<file path="src/rtl/rotate_pkg.sv">
`default_nettype none
// ============================================================================
//  Module   : rotate_pkg
//  Brief    : Shared types, key indices, angle constants and LED decode for
//             the rotation key controller.
//  Revision : 1.0 - initial release
// ============================================================================
package rotate_pkg;

    // Controller states: waiting for keys, holding a command, commit cycle
    typedef enum logic [1:0] {
        IDLE  = 2'd0,
        PEND  = 2'd1,
        APPLY = 2'd2
    } state_t;

    // Bit positions within the key pulse vector
    localparam int KEY_CW   = 0;
    localparam int KEY_CCW  = 1;
    localparam int KEY_HOME = 2;

    // Rotation codes driven to the rotate datapath
    localparam logic [1:0] ANG_0   = 2'd0;
    localparam logic [1:0] ANG_90  = 2'd1;
    localparam logic [1:0] ANG_180 = 2'd2;
    localparam logic [1:0] ANG_270 = 2'd3;

    // One LED per angle, lit for the given rotation code
    function automatic logic [3:0] angle_onehot(input logic [1:0] ang);
        angle_onehot = 4'b0001 << ang;
    endfunction

endpackage
`default_nettype wire

</file>
<file path="src/rtl/led_blink_timer.sv">
`default_nettype none
// ============================================================================
//  Module   : led_blink_timer
//  Brief    : Half-period counter 0..BLINK_HALF-1 with a synchronous clear;
//             the phase output toggles every time the counter wraps.
//             Compiled only when LED_BLINK_EN is defined.
//  Revision : 1.0 - initial release
// ============================================================================
`ifdef LED_BLINK_EN
module led_blink_timer #(
    parameter int BLINK_HALF = 12_500_000,
    parameter int CNT_W      = 24
) (
    input  logic clk,
    input  logic rst,
    input  logic clr,
    output logic phase
);

    logic [CNT_W-1:0] r_cnt;
    logic             r_phase;

    // Free-running half-period count, restarted in phase 0 on clear
    always_ff @(posedge clk) begin
        if (rst || clr) begin
            r_cnt   <= '0;
            r_phase <= 1'b0;
        end else if (r_cnt == CNT_W'(BLINK_HALF - 1)) begin
            r_cnt   <= '0;
            r_phase <= ~r_phase;
        end else begin
            r_cnt   <= r_cnt + CNT_W'(1);
        end
    end

    assign phase = r_phase;

endmodule
`endif
`default_nettype wire

</file>
<file path="src/rtl/rotate_key_ctrl.sv">
`default_nettype none
// ============================================================================
//  Module   : rotate_key_ctrl
//  Brief    : Accumulates CW/CCW/home key presses and commits the resulting
//             rotation on frame_start; drives one-hot angle LEDs.
//             Build option LED_BLINK_EN: blink the pending target on the LEDs.
//  Revision : 1.0 - initial release
// ============================================================================
module rotate_key_ctrl
    import rotate_pkg::*;
#(
    parameter int BLINK_HALF = 12_500_000,
    parameter int CNT_W      = 24
) (
    input  logic       clk,
    input  logic       rst,
    input  logic [2:0] key_pulse,
    input  logic       frame_start,
    output logic [1:0] angle,
    output logic       angle_upd,
    output logic       pending,
    output logic [3:0] led
);

    state_t     r_state, w_state_nxt;
    logic [1:0] r_angle, w_angle_nxt;
    logic [1:0] r_delta, w_delta_nxt;
    logic       r_home,  w_home_nxt;
    logic       r_upd,   w_upd_nxt;
    logic       r_evt,   w_evt_nxt;     // key event seen at commit edge
    logic       w_evt;
    logic       w_commit;
    logic [1:0] w_base_delta;
    logic       w_base_home;
    logic [1:0] w_target;
    logic       w_phase;
    logic [3:0] w_led;

    assign w_evt    = |key_pulse;
    assign w_commit = (r_state == PEND) && frame_start;
    assign w_target = (r_home ? ANG_0 : r_angle) + r_delta;

    // Accumulator update; a commit clears it first so same-cycle keys start a new command
    always_comb begin
        w_base_delta = w_commit ? 2'd0 : r_delta;
        w_base_home  = w_commit ? 1'b0 : r_home;
        w_home_nxt   = w_base_home | key_pulse[KEY_HOME];
        w_delta_nxt  = key_pulse[KEY_HOME] ? 2'd0 : w_base_delta;
        if (key_pulse[KEY_CW] && !key_pulse[KEY_CCW]) begin
            w_delta_nxt = w_delta_nxt + 2'd1;
        end else if (key_pulse[KEY_CCW] && !key_pulse[KEY_CW]) begin
            w_delta_nxt = w_delta_nxt + 2'd3;
        end
    end

    // Next state, commit of the target angle and the update pulse
    always_comb begin
        w_state_nxt = r_state;
        w_angle_nxt = r_angle;
        w_upd_nxt   = 1'b0;
        w_evt_nxt   = 1'b0;
        case (r_state)
            IDLE: begin
                if (w_evt) w_state_nxt = PEND;
            end
            PEND: begin
                if (frame_start) begin
                    w_angle_nxt = w_target;
                    w_upd_nxt   = 1'b1;
                    w_evt_nxt   = w_evt;
                    w_state_nxt = APPLY;
                end
            end
            APPLY: begin
                w_state_nxt = (r_evt || w_evt) ? PEND : IDLE;
            end
            default: w_state_nxt = IDLE;
        endcase
    end

    // State and datapath registers
    always_ff @(posedge clk) begin
        if (rst) begin
            r_state <= IDLE;
            r_angle <= ANG_0;
            r_delta <= 2'd0;
            r_home  <= 1'b0;
            r_upd   <= 1'b0;
            r_evt   <= 1'b0;
        end else begin
            r_state <= w_state_nxt;
            r_angle <= w_angle_nxt;
            r_delta <= w_delta_nxt;
            r_home  <= w_home_nxt;
            r_upd   <= w_upd_nxt;
            r_evt   <= w_evt_nxt;
        end
    end

`ifdef LED_BLINK_EN
    logic w_blink_clr;

    // Restart the blink in its lit phase whenever a new pending period begins
    assign w_blink_clr = (w_state_nxt == PEND) && (r_state != PEND);

    led_blink_timer #(
        .BLINK_HALF (BLINK_HALF),
        .CNT_W      (CNT_W)
    ) u_blink (
        .clk   (clk),
        .rst   (rst),
        .clr   (w_blink_clr),
        .phase (w_phase)
    );
`else
    logic [CNT_W-1:0] w_unused_half;

    // Blink timing parameters only matter in the blinking build
    assign w_unused_half = CNT_W'(BLINK_HALF - 1);
    assign w_phase       = 1'b0;
`endif

    // LED decode from registered state only: committed angle, or pending target
    always_comb begin
        w_led = angle_onehot(r_angle);
        if (r_state == PEND) begin
            w_led = w_phase ? 4'b0000 : angle_onehot(w_target);
        end
    end

    assign angle     = r_angle;
    assign angle_upd = r_upd;
    assign pending   = (r_state == PEND);
    assign led       = w_led;

endmodule
`default_nettype wire

</file>
<file path="config.mk">
export PLATFORM = sky130hd
export DESIGN_NAME = rotate_key_ctrl
export DESIGN_NICKNAME = d
export VERILOG_FILES = /design/src/rtl/rotate_pkg.sv /design/src/rtl/led_blink_timer.sv /design/src/rtl/rotate_key_ctrl.sv
export SDC_FILE = /design/constraint.sdc
export NUM_CORES = 1
export LEC_CHECK = 0
export ABC_CLOCK_PERIOD_IN_PS = 1630
export CAP_MARGIN = 20
export CORE_AREA = 5 5 42 44
export CTS_CLUSTER_DIAMETER = 150
export DETAILED_ROUTE_END_ITERATION = 10
export DIE_AREA = 0 0 47 49
export PLACE_DENSITY_LB_ADDON = 0.15
export SLEW_MARGIN = 0
export SYNTH_ARGS = -nofsm -noshare
export SYNTH_HDL_FRONTEND = slang
export SYNTH_HIERARCHICAL = 1
export SYNTH_SLANG_ARGS = --single-unit
export TNS_END_PERCENT = 20
</file>
<file path="constraint.sdc">
create_clock -name clk -period 1.63 [get_ports clk]
set_clock_uncertainty 0.05 [all_clocks]
set_input_delay 0.163 -clock clk [delete_from_list [all_inputs] [get_ports clk]]
set_output_delay 0.163 -clock clk [all_outputs]
set_load 0.05 [all_outputs]
</file>
After elaboration in Yosys (flattened, before gate mapping) --
Cells that the tools add are included.
Storage, ports and cells: bits of input ports 6, bits in read-only memories 0, bits in latches 0, RAM bits 0, output and inout bits 8, word-level logic and storage cells 42, register bits after elaboration 9, memories kept 0
Operators by class: muxes and demuxes 12, shifts and indexed selects 2, bitwise gates (word level) 3, div/mod/pow operators 0, eq/ne operators 4, magnitude comparators 0, $add $sub $neg 3, multipliers 0, reductions and logical operators 12
Operators with widths (number):
- two-way mux 2 bit | 7
- << shifter 1 x 2 -> 4 bit, first input constant | 2
- case mux 2 bit (3 select lines) | 1
- OR reduction 3 bit | 2
- two-way mux 4 bit | 1
- inequality test 2 bit, second input constant | 2
- AND reduction 2 bit | 2
- logical AND 1 bit | 3
- two-way mux 1 bit | 3
- adder 2 x 1 -> 2 bit, second input constant | 1
- adder 2 bit | 1
- adder 2 bit, second input constant | 1
- equality test 2 x 1 -> 1 bit, second input constant | 1
- equality test 2 bit, second input constant | 1
- zero test 1 bit | 2
- zero test 2 bit | 1
- inverter 1 bit | 2
- OR reduction 2 bit | 1
- logical OR 1 bit | 1
- bitwise OR 1 bit | 1

Longest topological paths before layout --
Gate-level depths: netlist of run 1.
depth after elaboration 7, mapped depth 6, gate-level depth less buffers 6

Worst setup path after synthesis of run 1 --
Ideal clock, no wire load.
kind register to output, from reg r_angle[0], in the netlist angle[0], to out led[2], path buffers 0, slack -0.628 ns, data required time 1.417 ns, cell stages (with the launch flop) 7, arrival time 2.045 ns, path through dfxtp_1 -> nor2b_1 -> ha_1 -> xor2_2 -> o21ai_1 -> a22oi_2 -> nor2_1
Between the ends: longest elaborated chain between the ends 4, elaborated cells between the ends (all ways) 5, classes of those cells add/sub (1); shift (2); mux (2)
Ends and longest elaborated chain:
- start, declared | line rotate_key_ctrl.sv:26 | logic [1:0] r_angle, w_angle_nxt;
- start signal, assigned | line rotate_key_ctrl.sv:92 | r_angle <= w_angle_nxt;
- two-way mux 2 bit | line rotate_key_ctrl.sv:41 | assign w_target = (r_home ? ANG_0 : r_angle) + r_delta;
- adder 2 bit | line rotate_key_ctrl.sv:41
- << shifter 1 x 2 -> 4 bit | line rotate_pkg.sv:30 | angle_onehot = 4'b0001 << ang;
- two-way mux 4 bit * | line rotate_key_ctrl.sv:126 | if (r_state == PEND) begin
- end, declared | line rotate_key_ctrl.sv:22 | output logic [3:0] led
Every way passes the cells marked *; elsewhere a longest branch is shown, timed or not.

Worst setup path after layout of run 1 --
Ends and elaborated chain as after synthesis.

==> out/qor.txt, run 1 <==
kind of critical path = reg2out
ys flop type = dfxtp_1
RSZ-0062 raised after global routing = true
die area = 2300 sq um
initial antenna violation count = 0
detailed placement HPWL = 897 um
failing checks = negative setup slack
Worst Path Arrival = 1710 ps
core area = 1400 sq um
GR Util All Layers = 11.0%
nets@finish = 94
synthesized net count = 64
sequential fraction of the synthesis area = 37.9%
Post-Syn Area = 475 sq um
layout cell share with drive strength beyond 1 = 40.7%
most frequent cells after synthesis = dfxtp_1, nor2_1, o21ai_0
CP Data Required Time = 1420 ps
async set or reset register ratio after synthesis = 0%
DR iter-0 viols = 1
Clock Tree Root = clkbuf_4
Synth cell types = 25
vias per std cell = 4.83
crit start category = register
Fin. Hold Viols = 0
area grow syn2layout = 76.1%
pin count of the biggest net entering global routing = 11
worst slew pin tran = 391 ps
hold-critical path depth = 2
vias in the first global route = 463
worst-path maximum fanout = 4
Starting Density = 33.9%
worst reg2reg setup slack = 170 ps
fin crit share = 118%
residual overflow from global routing = 0
Peak VDD IR = 0.000485 V
I/O Buffers = 13
Design Area, Final = 837 sq um
total number of yosys warnings = 6
number of inserted diodes = 0
Synth Instances = 57
clk sinks = 9
clk_lat worst skew = 250 ps
Place WS = -172 ps
Die H = 49 um
placed inst area = 753 sq um
Syn Area/Cell = 8.34 sq um
worst reg2reg path endpoint = angle[1]$_SDFFE_PP0N_
hold_sp = angle[1]$_SDFFE_PP0N_
clk buf depth = 2
final setup vio count = 4
Max Clock Freq = 0.519 GHz
flops & latches, synth = 9
Critical R2R Launch = angle[0]$_SDFFE_PP0N_
EDFF count, synth = 0
final worst path period need = 1930 ps
final number of max-transition violations = 0
Hold WC Path Type = reg2reg
hold buffer count at cts = 0
die width = 47 um
Worst R2R Path Depth = 8
Synth area leader = dfxtp_1
clk slew on worst S/H paths = 60 ps
num ports = 14
Final WS setup = -298 ps
main area contributors after synthesis = dfxtp_1, nor2_1, o21ai_0
CTS tree = yes
outcome = finished, violations left
max_slew headroom = 73.2%
hold worst-path end = angle[1]$_SDFFE_PP0N_
first drt pass iteration count = 4
Lkg Pwr = 0.000372 uW
# DRC = 0
Num CTS Buffers = 3
row count = 14
post-synth top area share = 37.9%
first-pass GRT wire length = 1.83 mm
H-tree Lvls = 1
count of maximum capacitance violations = 0
routability-driven placement congestion ratio = 0.698
vias = 493
Setup crit end kind = primary output
Pwr per Cell Area = 767 nW/um^2
Antenna Violating Nets Remaining = 0
drt total wl = 1.06 mm
post-DR wirelength/cell = 10.4 um
[cells in the final DEF (no fill, tap or decap), drive strengths merged, types with 2 or more instances in the layout]
master,n
buf,21
dfxtp,9
nor2,9
o21ai,6
clkdlybuf4s50,5
inv,4
nand2,4
clkbuf,3
nand2b,2
mux2i,2
and2,2
xnor2,2
a21oi,2
nor2b,2
xor2,2
a22oi,2
[layer usage]
metal	global-route usage (%)	part of all wire [%]	vias to the layer above
met2	18.1	50	13
met5	0	0	-
met1	11.5	42	221
met3	2.21	5.7	2
met4	8.29	2.1	0
li1	-	-	257
[how the worst max path moves through the flow]
stage / cells after the start / start / to / slack [ps]
finish: 8 / angle[0]$_SDFFE_PP0N_ / led[2] / -300
floorplan: 6 / angle[0]$_SDFFE_PP0N_ / led[2] / -210
detailed placement: 7 / angle[0]$_SDFFE_PP0N_ / led[0] / -170
global route: 8 / angle[0]$_SDFFE_PP0N_ / led[2] / -380
global placement: 7 / angle[0]$_SDFFE_PP0N_ / led[0] / -90
CTS: 7 / angle[0]$_SDFFE_PP0N_ / led[0] / -370
[through the flow]
step,hold WS [ps],utilization [%],total power (uW),setup TNS [ps],cells
after floorplan,230,-,363,-839,57
after global placement,479,53.8,466,-182,95
after detailed placement,486,53.8,468,-492,95
after CTS,496,57.7,647,-1270,100
after global routing,524,59.7,684,-1510,102
final,493,59.7,642,-1160,102
[registers in the layout (all words and copies together), names as in the netlist]
signal,cells
r_delta,2
angle_upd,1
r_evt,1
r_state,2
r_home,1
angle,2
[critical path, stage by stage (launching register included)]
cell,delay (ps)
dfxtp_4,340
nor2b_4,120
ha_4,160
xor2_2,170
buf_4,140
a22oi_2,190
buf_4,170
nor2_4,30
buf_12,140
[area by class of cell]
cell class / instances / area [sq um]
clock buffers: 3 / 22.5
repair buffers: 26 / 270
flip-flops and latches: 9 / 184
inverters: 4 / 15.0
multi-input cells: 43 / 320
well taps: 16 / 20.0
clock inverters: 1 / 5.00
fillers: 132 / 564
[where the power goes]
group | switching, uW | internal [uW] | total [uW] | leakage, uW
logic | 116 | 119 | 235 | 0.000280
clock network | 74.3 | 90.2 | 164 | 0.0000177
registers | 10.3 | 233 | 243 | 0.0000747
total | 201 | 442 | 642 | 0.000372
[kinds of logic (layout without fill, tap and decap cells)]
kind of cell | count (synthesis) | after routing | share of synthesized area, %
XOR/XNOR | 4 | 4 | 8.95
multiplexers | 2 | 2 | 4.21
AND/OR/NAND/NOR | 21 | 21 | 20.8
adder cells (fa/ha/maj) | 1 | 1 | 2.63
flip-flops | 9 | 9 | 37.9
AO/OA/AOI/OAI | 15 | 15 | 21.6
buffers and inverters | 5 | 34 | 3.95
[timing repair]
item / 4_1_cts / 5_1_grt
buffers inserted: 1 / 2
resized for setup: 3 / 3
pin swaps: 5 / 3
endpoints found under the setup margin: 4 / 4
Power figures use the tool's default switching activity.
==> inputs of run 2 (changes only) <==
--- a/config.mk
+++ b/config.mk
@@ -7,10 +7,12 @@
 export LEC_CHECK = 0
 export ABC_CLOCK_PERIOD_IN_PS = 1630
 export CAP_MARGIN = 20
-export CORE_AREA = 5 5 42 44
+export CELL_PAD_IN_SITES_DETAIL_PLACEMENT = 2
+export CELL_PAD_IN_SITES_GLOBAL_PLACEMENT = 2
+export CORE_MARGIN = 5
+export CORE_UTILIZATION = 24
 export CTS_CLUSTER_DIAMETER = 150
 export DETAILED_ROUTE_END_ITERATION = 10
-export DIE_AREA = 0 0 47 49
 export PLACE_DENSITY_LB_ADDON = 0.15
 export SLEW_MARGIN = 0
 export SYNTH_ARGS = -nofsm -noshare
==> run 2 against run 1 <==
Net effect:
- the flow still finishes with violations (negative setup slack)
- utilization down 15 points
- critical path depth unchanged
- cell count is 12% higher
- largest cell class unchanged
- maximum frequency is essentially flat
- die area increased by 29%
==> out/qor.txt, run 2 (synthesized netlist as in run 1, its figures left out) <==
placed inst area = 782 sq um
num ports = 14
vias per std cell = 4.47
first drt pass iteration count = 2
drt total wl = 1.57 mm
final setup vio count = 4
area grow syn2layout = 80.5%
final worst path period need = 1930 ps
Peak VDD IR = 0.000428 V
vias = 510
die width = 54.5 um
layout cell share with drive strength beyond 1 = 41.4%
vias in the first global route = 578
kind of critical path = reg2out
post-route core utilization = 44.7%
Seq pwr share = 36.9%
first-pass GRT wire length = 2.73 mm
Num CTS Buffers = 3
die area = 2970 sq um
outcome = finished, violations left
nets@finish = 95
Power Internal = 449 uW
Clock Tree Root = clkbuf_4
hold buffer count at cts = 0
detailed placement HPWL = 1.23 mm
CTS tree = yes
Lkg Pwr = 0.000375 uW
Starting Density = 24.7%
max_slew headroom = 72.7%
Pwr per Cell Area = 773 nW/um^2
clk sinks = 9
Design Area, Final = 858 sq um
final number of max-transition violations = 0
clock power share = 26.2%
CP Data Required Time = 1420 ps
clk slew on worst S/H paths = 60 ps
routability-driven placement congestion ratio = 0.788
post-DR wirelength/cell = 13.7 um
Worst Path Arrival = 1710 ps
pin count of the biggest net entering global routing = 11
combinational power share = 36.8%
sw frac = 32.3%
I/O Buffers = 13
RSZ-0062 raised after global routing = true
core area = 1920 sq um
Die H = 54.5 um
fin crit share = 118%
Hold WC Path Type = reg2reg
clk_lat worst skew = 270 ps
clk buf depth = 2
Final WS setup = -296 ps
area of the multi-input gates = 320 sq um
filler instances = 231
GR Util All Layers = 13.8%
failing checks = negative setup slack
Reg area = 185 sq um
Setup crit end kind = primary output
most frequent cells in the layout = buf_4, nor2_1, dfxtp_1
Psw = 214 uW
DR iter-0 viols = 2
residual overflow from global routing = 0
H-tree Lvls = 1
initial antenna violation count = 0
Fin. Hold Viols = 0
count of maximum capacitance violations = 0
Antenna Violating Nets Remaining = 0
number of inserted diodes = 0
row count = 16
hold slack = 500 ps
worst slew pin tran = 399 ps
Max Clock Freq = 0.519 GHz
crit start category = register
# DRC = 0
worst-path maximum fanout = 4
most common cell after layout, fill and taps aside = buf_4
==> run 2: power by group through the flow <==
stage / logic, uW / registers [uW] / clock network (uW)
floorplan: 106 / 257 / 0
global placement: 229 / 246 / 0
detailed placement: 234 / 247 / 0
CTS: 245 / 245 / 188
global route: 262 / 247 / 205
finish: 244 / 245 / 174
==> run 2: final timing paths <==
kind | start | slack, ps | end | cells after the start
setup / recovery | angle[0]$_SDFFE_PP0N_ | -300 | led[2] | 8
hold / removal | r_state[0]$_SDFFE_PP0P_ | 500 | r_state[0]$_SDFFE_PP0P_ | 2
hold reg to reg | r_state[0]$_SDFFE_PP0P_ | 500 | r_state[0]$_SDFFE_PP0P_ | 2
setup reg to reg | angle[0]$_SDFFE_PP0N_ | 170 | angle[1]$_SDFFE_PP0N_ | 8
==> run 2: stage by stage <==
stage	std cells	total power (uW)	worst slack, ps	TNS [ps]
after detailed placement	108	481	-181	-536
after floorplan	57	363	-213	-839
after global placement	108	475	-66.1	-130
after global routing	114	714	-409	-1600
final	114	663	-296	-1150
after CTS	114	679	-320	-1220
==> run 2: area by class of cell <==
type | instances | area share, %
well taps | 27 | 3.94
repair buffers | 27 | 32.4
inverters | 4 | 1.75
multi-input cells | 43 | 37.3
clock buffers | 4 | 3.06
flip-flops and latches | 9 | 21.6
==> run 2: worst max-delay path: stages, from the launching register on <==
cell and delay [ps]:
dfxtp_4 340, nor2b_4 130, ha_4 150, xor2_2 150
buf_4 140, a22oi_2 210, buf_4 160, nor2_4 30
buf_12 140
==> run 2: repair_timing <==
item                                    in CTS  in global routing
endpoints found under the setup margin       4                  4
setup buffers                                2                  0
gates resized for setup                      6                  2
pin swaps                                    2                  0
==> run 2: routing by layer <==
| layer | up-vias | track usage [%] | share of wire [%] |
|---|---|---|---|
| met5 | - | 0 | 0 |
| met4 | 0 | 9.96 | 2.3 |
| met3 | 4 | 4.90 | 2.6 |
| met2 | 8 | 23.9 | 57 |
| met1 | 245 | 13.5 | 38 |
| li1 | 253 | - | - |
==> inputs of run 3 (changes only) <==
--- a/config.mk
+++ b/config.mk
@@ -5,7 +5,7 @@
 export SDC_FILE = /design/constraint.sdc
 export NUM_CORES = 1
 export LEC_CHECK = 0
-export ABC_CLOCK_PERIOD_IN_PS = 1630
+export ABC_CLOCK_PERIOD_IN_PS = 1940
 export CAP_MARGIN = 20
 export CELL_PAD_IN_SITES_DETAIL_PLACEMENT = 2
 export CELL_PAD_IN_SITES_GLOBAL_PLACEMENT = 2
==> constraint.sdc (replaced) <==
create_clock -name clk -period 1.94 [get_ports clk]
set_clock_uncertainty 0.05 [all_clocks]
set_input_delay 0.194 -clock clk [delete_from_list [all_inputs] [get_ports clk]]
set_output_delay 0.194 -clock clk [all_outputs]
set_load 0.05 [all_outputs]
==> run 3 against run 2 <==
Net effect:
- the run still ends with negative setup slack left
- critical path type unchanged
- critical path depth unchanged
- first-iteration DRC count rose to 4.5 times the previous value
- total power down 18%
- setup slack better by 240 ps
- die area unchanged
- sequential share of layout area up 0.65 points
- critical endpoint unchanged
- clock-buffer cell count unchanged
- via count down 4.1%
- non-clock buffer count down 7
- utilization down 1.9 points
- worst hold slack better by 5.9 ps
==> out/qor.txt, run 3 (synthesized netlist as in run 1, its figures left out) <==
GR Util All Layers = 11.4%
count of maximum capacitance violations = 0
combinational power share = 35.1%
fin crit share = 103%
residual overflow from global routing = 0
I/O Buffers = 13
final number of max-transition violations = 0
CTS tree = yes
nets@finish = 88
final setup vio count = 4
clk slew on worst S/H paths = 60 ps
CP max stage cell = dfxtp_2
clk buf depth = 2
Die H = 54.5 um
Hold WC Path Type = reg2reg
kind of critical path = reg2out
Max Clock Freq = 0.501 GHz
Lkg Pwr = 0.000330 uW
Worst path depth = 8
vias in the first global route = 524
# DRC = 0
core area = 1920 sq um
hold-critical path depth = 2
CP Data Required Time = 1700 ps
Critical Path Most Common Cell = buf_4
H-tree Lvls = 1
worst reg2reg setup slack = 470 ps
final worst path period need = 1990 ps
initial antenna violation count = 0
pin count of the biggest net entering global routing = 11
vias per std cell = 4.57
Fin. Hold Viols = 0
Antenna Violating Nets Remaining = 0
Starting Density = 24.7%
max_slew headroom = 64.8%
Seq pwr share = 38.5%
detailed placement HPWL = 1.04 mm
Clock Tree Root = clkbuf_4
crit-path cells = nor2b_4 -> ha_4 -> xor2_4 -> buf_4 -> a22oi_2 -> buf_4 -> nor2_4 -> buf_12
Final WS setup = -54.6 ps
row count = 16
DR iter-0 viols = 9
die area = 2970 sq um
Power Internal = 366 uW
first drt pass iteration count = 4
clk sinks = 9
Peak VDD IR = 0.000318 V
layout cell share with drive strength beyond 1 = 33.8%
Setup crit end kind = primary output
most frequent cells in the layout = clkdlybuf4s50_1, buf_4, nor2_1, dfxtp_1, o21ai_0
first-pass GRT wire length = 2.31 mm
GRT Max-Usage Layer = met2
area grow syn2layout = 72.9%
drt total wl = 1.47 mm
met1 usage = 12.4%
RSZ-0062 raised after global routing = true
crit start category = register
post-DR wirelength/cell = 13.8 um
number of inserted diodes = 0
Psw = 179 uW
clock power share = 26.5%
GR Util met3 = 2.45%
slowest stage delay, CP = 320 ps
delay-heaviest family, CP = buffers and inverters
GR met2 Demand/Resource = 20.1%
hold buffer count at cts = 0
routability-driven placement congestion ratio = 0.786
Worst Path Arrival = 1750 ps
vias = 489
failing checks = negative setup slack
hold slack = 506 ps
outcome = finished, violations left
Pwr per Cell Area = 662 nW/um^2
worst-path maximum fanout = 4
Num CTS Buffers = 3
sw frac = 32.8%
die width = 54.5 um
num ports = 14
worst slew pin tran = 515 ps
Place WS = 68.5 ps
clk_lat worst skew = 260 ps
crit path buf inv count = 3
Worst R2R Path Depth = 8
## run 3: worst register-to-register path, delay by kind of cell (launching register included)
kind,cells,cell delay (ps)
buffers and inverters,2,280
and+or+nand+nor,2,190
AOI/OAI and AO/OA,2,240
xor gates and xnor gates,1,150
DFF,1,320
adders and majority gates,1,170
## run 3: worst paths after layout
kind / startpoint / end
max: angle[0]$_SDFFE_PP0N_ / led[2]
min: r_state[0]$_SDFFE_PP0P_ / r_state[0]$_SDFFE_PP0P_
max reg2reg: angle[0]$_SDFFE_PP0N_ / angle[1]$_SDFFE_PP0N_
min reg2reg: r_state[0]$_SDFFE_PP0P_ / r_state[0]$_SDFFE_PP0P_
## run 3: area by class of cell
class / count / area (sq um)
clock buffer: 4 / 26.3
fill: 212 / 1100
inverter: 4 / 15.0
multi-input combinational: 43 / 344
sequential: 9 / 183
tap: 27 / 33.8
timing repair buffer: 20 / 220
## run 3: through the flow
step / std cells / utilization, % / setup TNS [ps] / instance area, sq um / total power, uW
CTS: 107 / 41.9 / -8.06 / 806 / 543
finish: 107 / 42.8 / -165 / 822 / 544
floorplan: 57 / - / -108 / 484 / 302
detailed placement: 98 / 36.3 / 0 / 697 / 372
global route: 107 / 42.8 / -569 / 822 / 580
global placement: 98 / 36.3 / 0 / 697 / 369
## run 3: timing repair
item,in CTS,in global routing
setup endpoints to repair,4,4
setup buffers,5,0
resized for setup,9,3
pin swaps,2,2
## run 3: routing by layer
metal / vias to the layer above / routed length (um)
li1: 240 / -
met4: 0 / 32
met3: 4 / 26
met5: - / 0
met2: 6 / 822
met1: 239 / 592
## run 3: power groups by stage
stage	sequential, uW	combinational (uW)	clock, uW
after floorplan	216	85.8	0
after global placement	210	159	0
after detailed placement	211	162	0
after CTS	208	188	148
after global routing	212	204	165
final	209	191	144
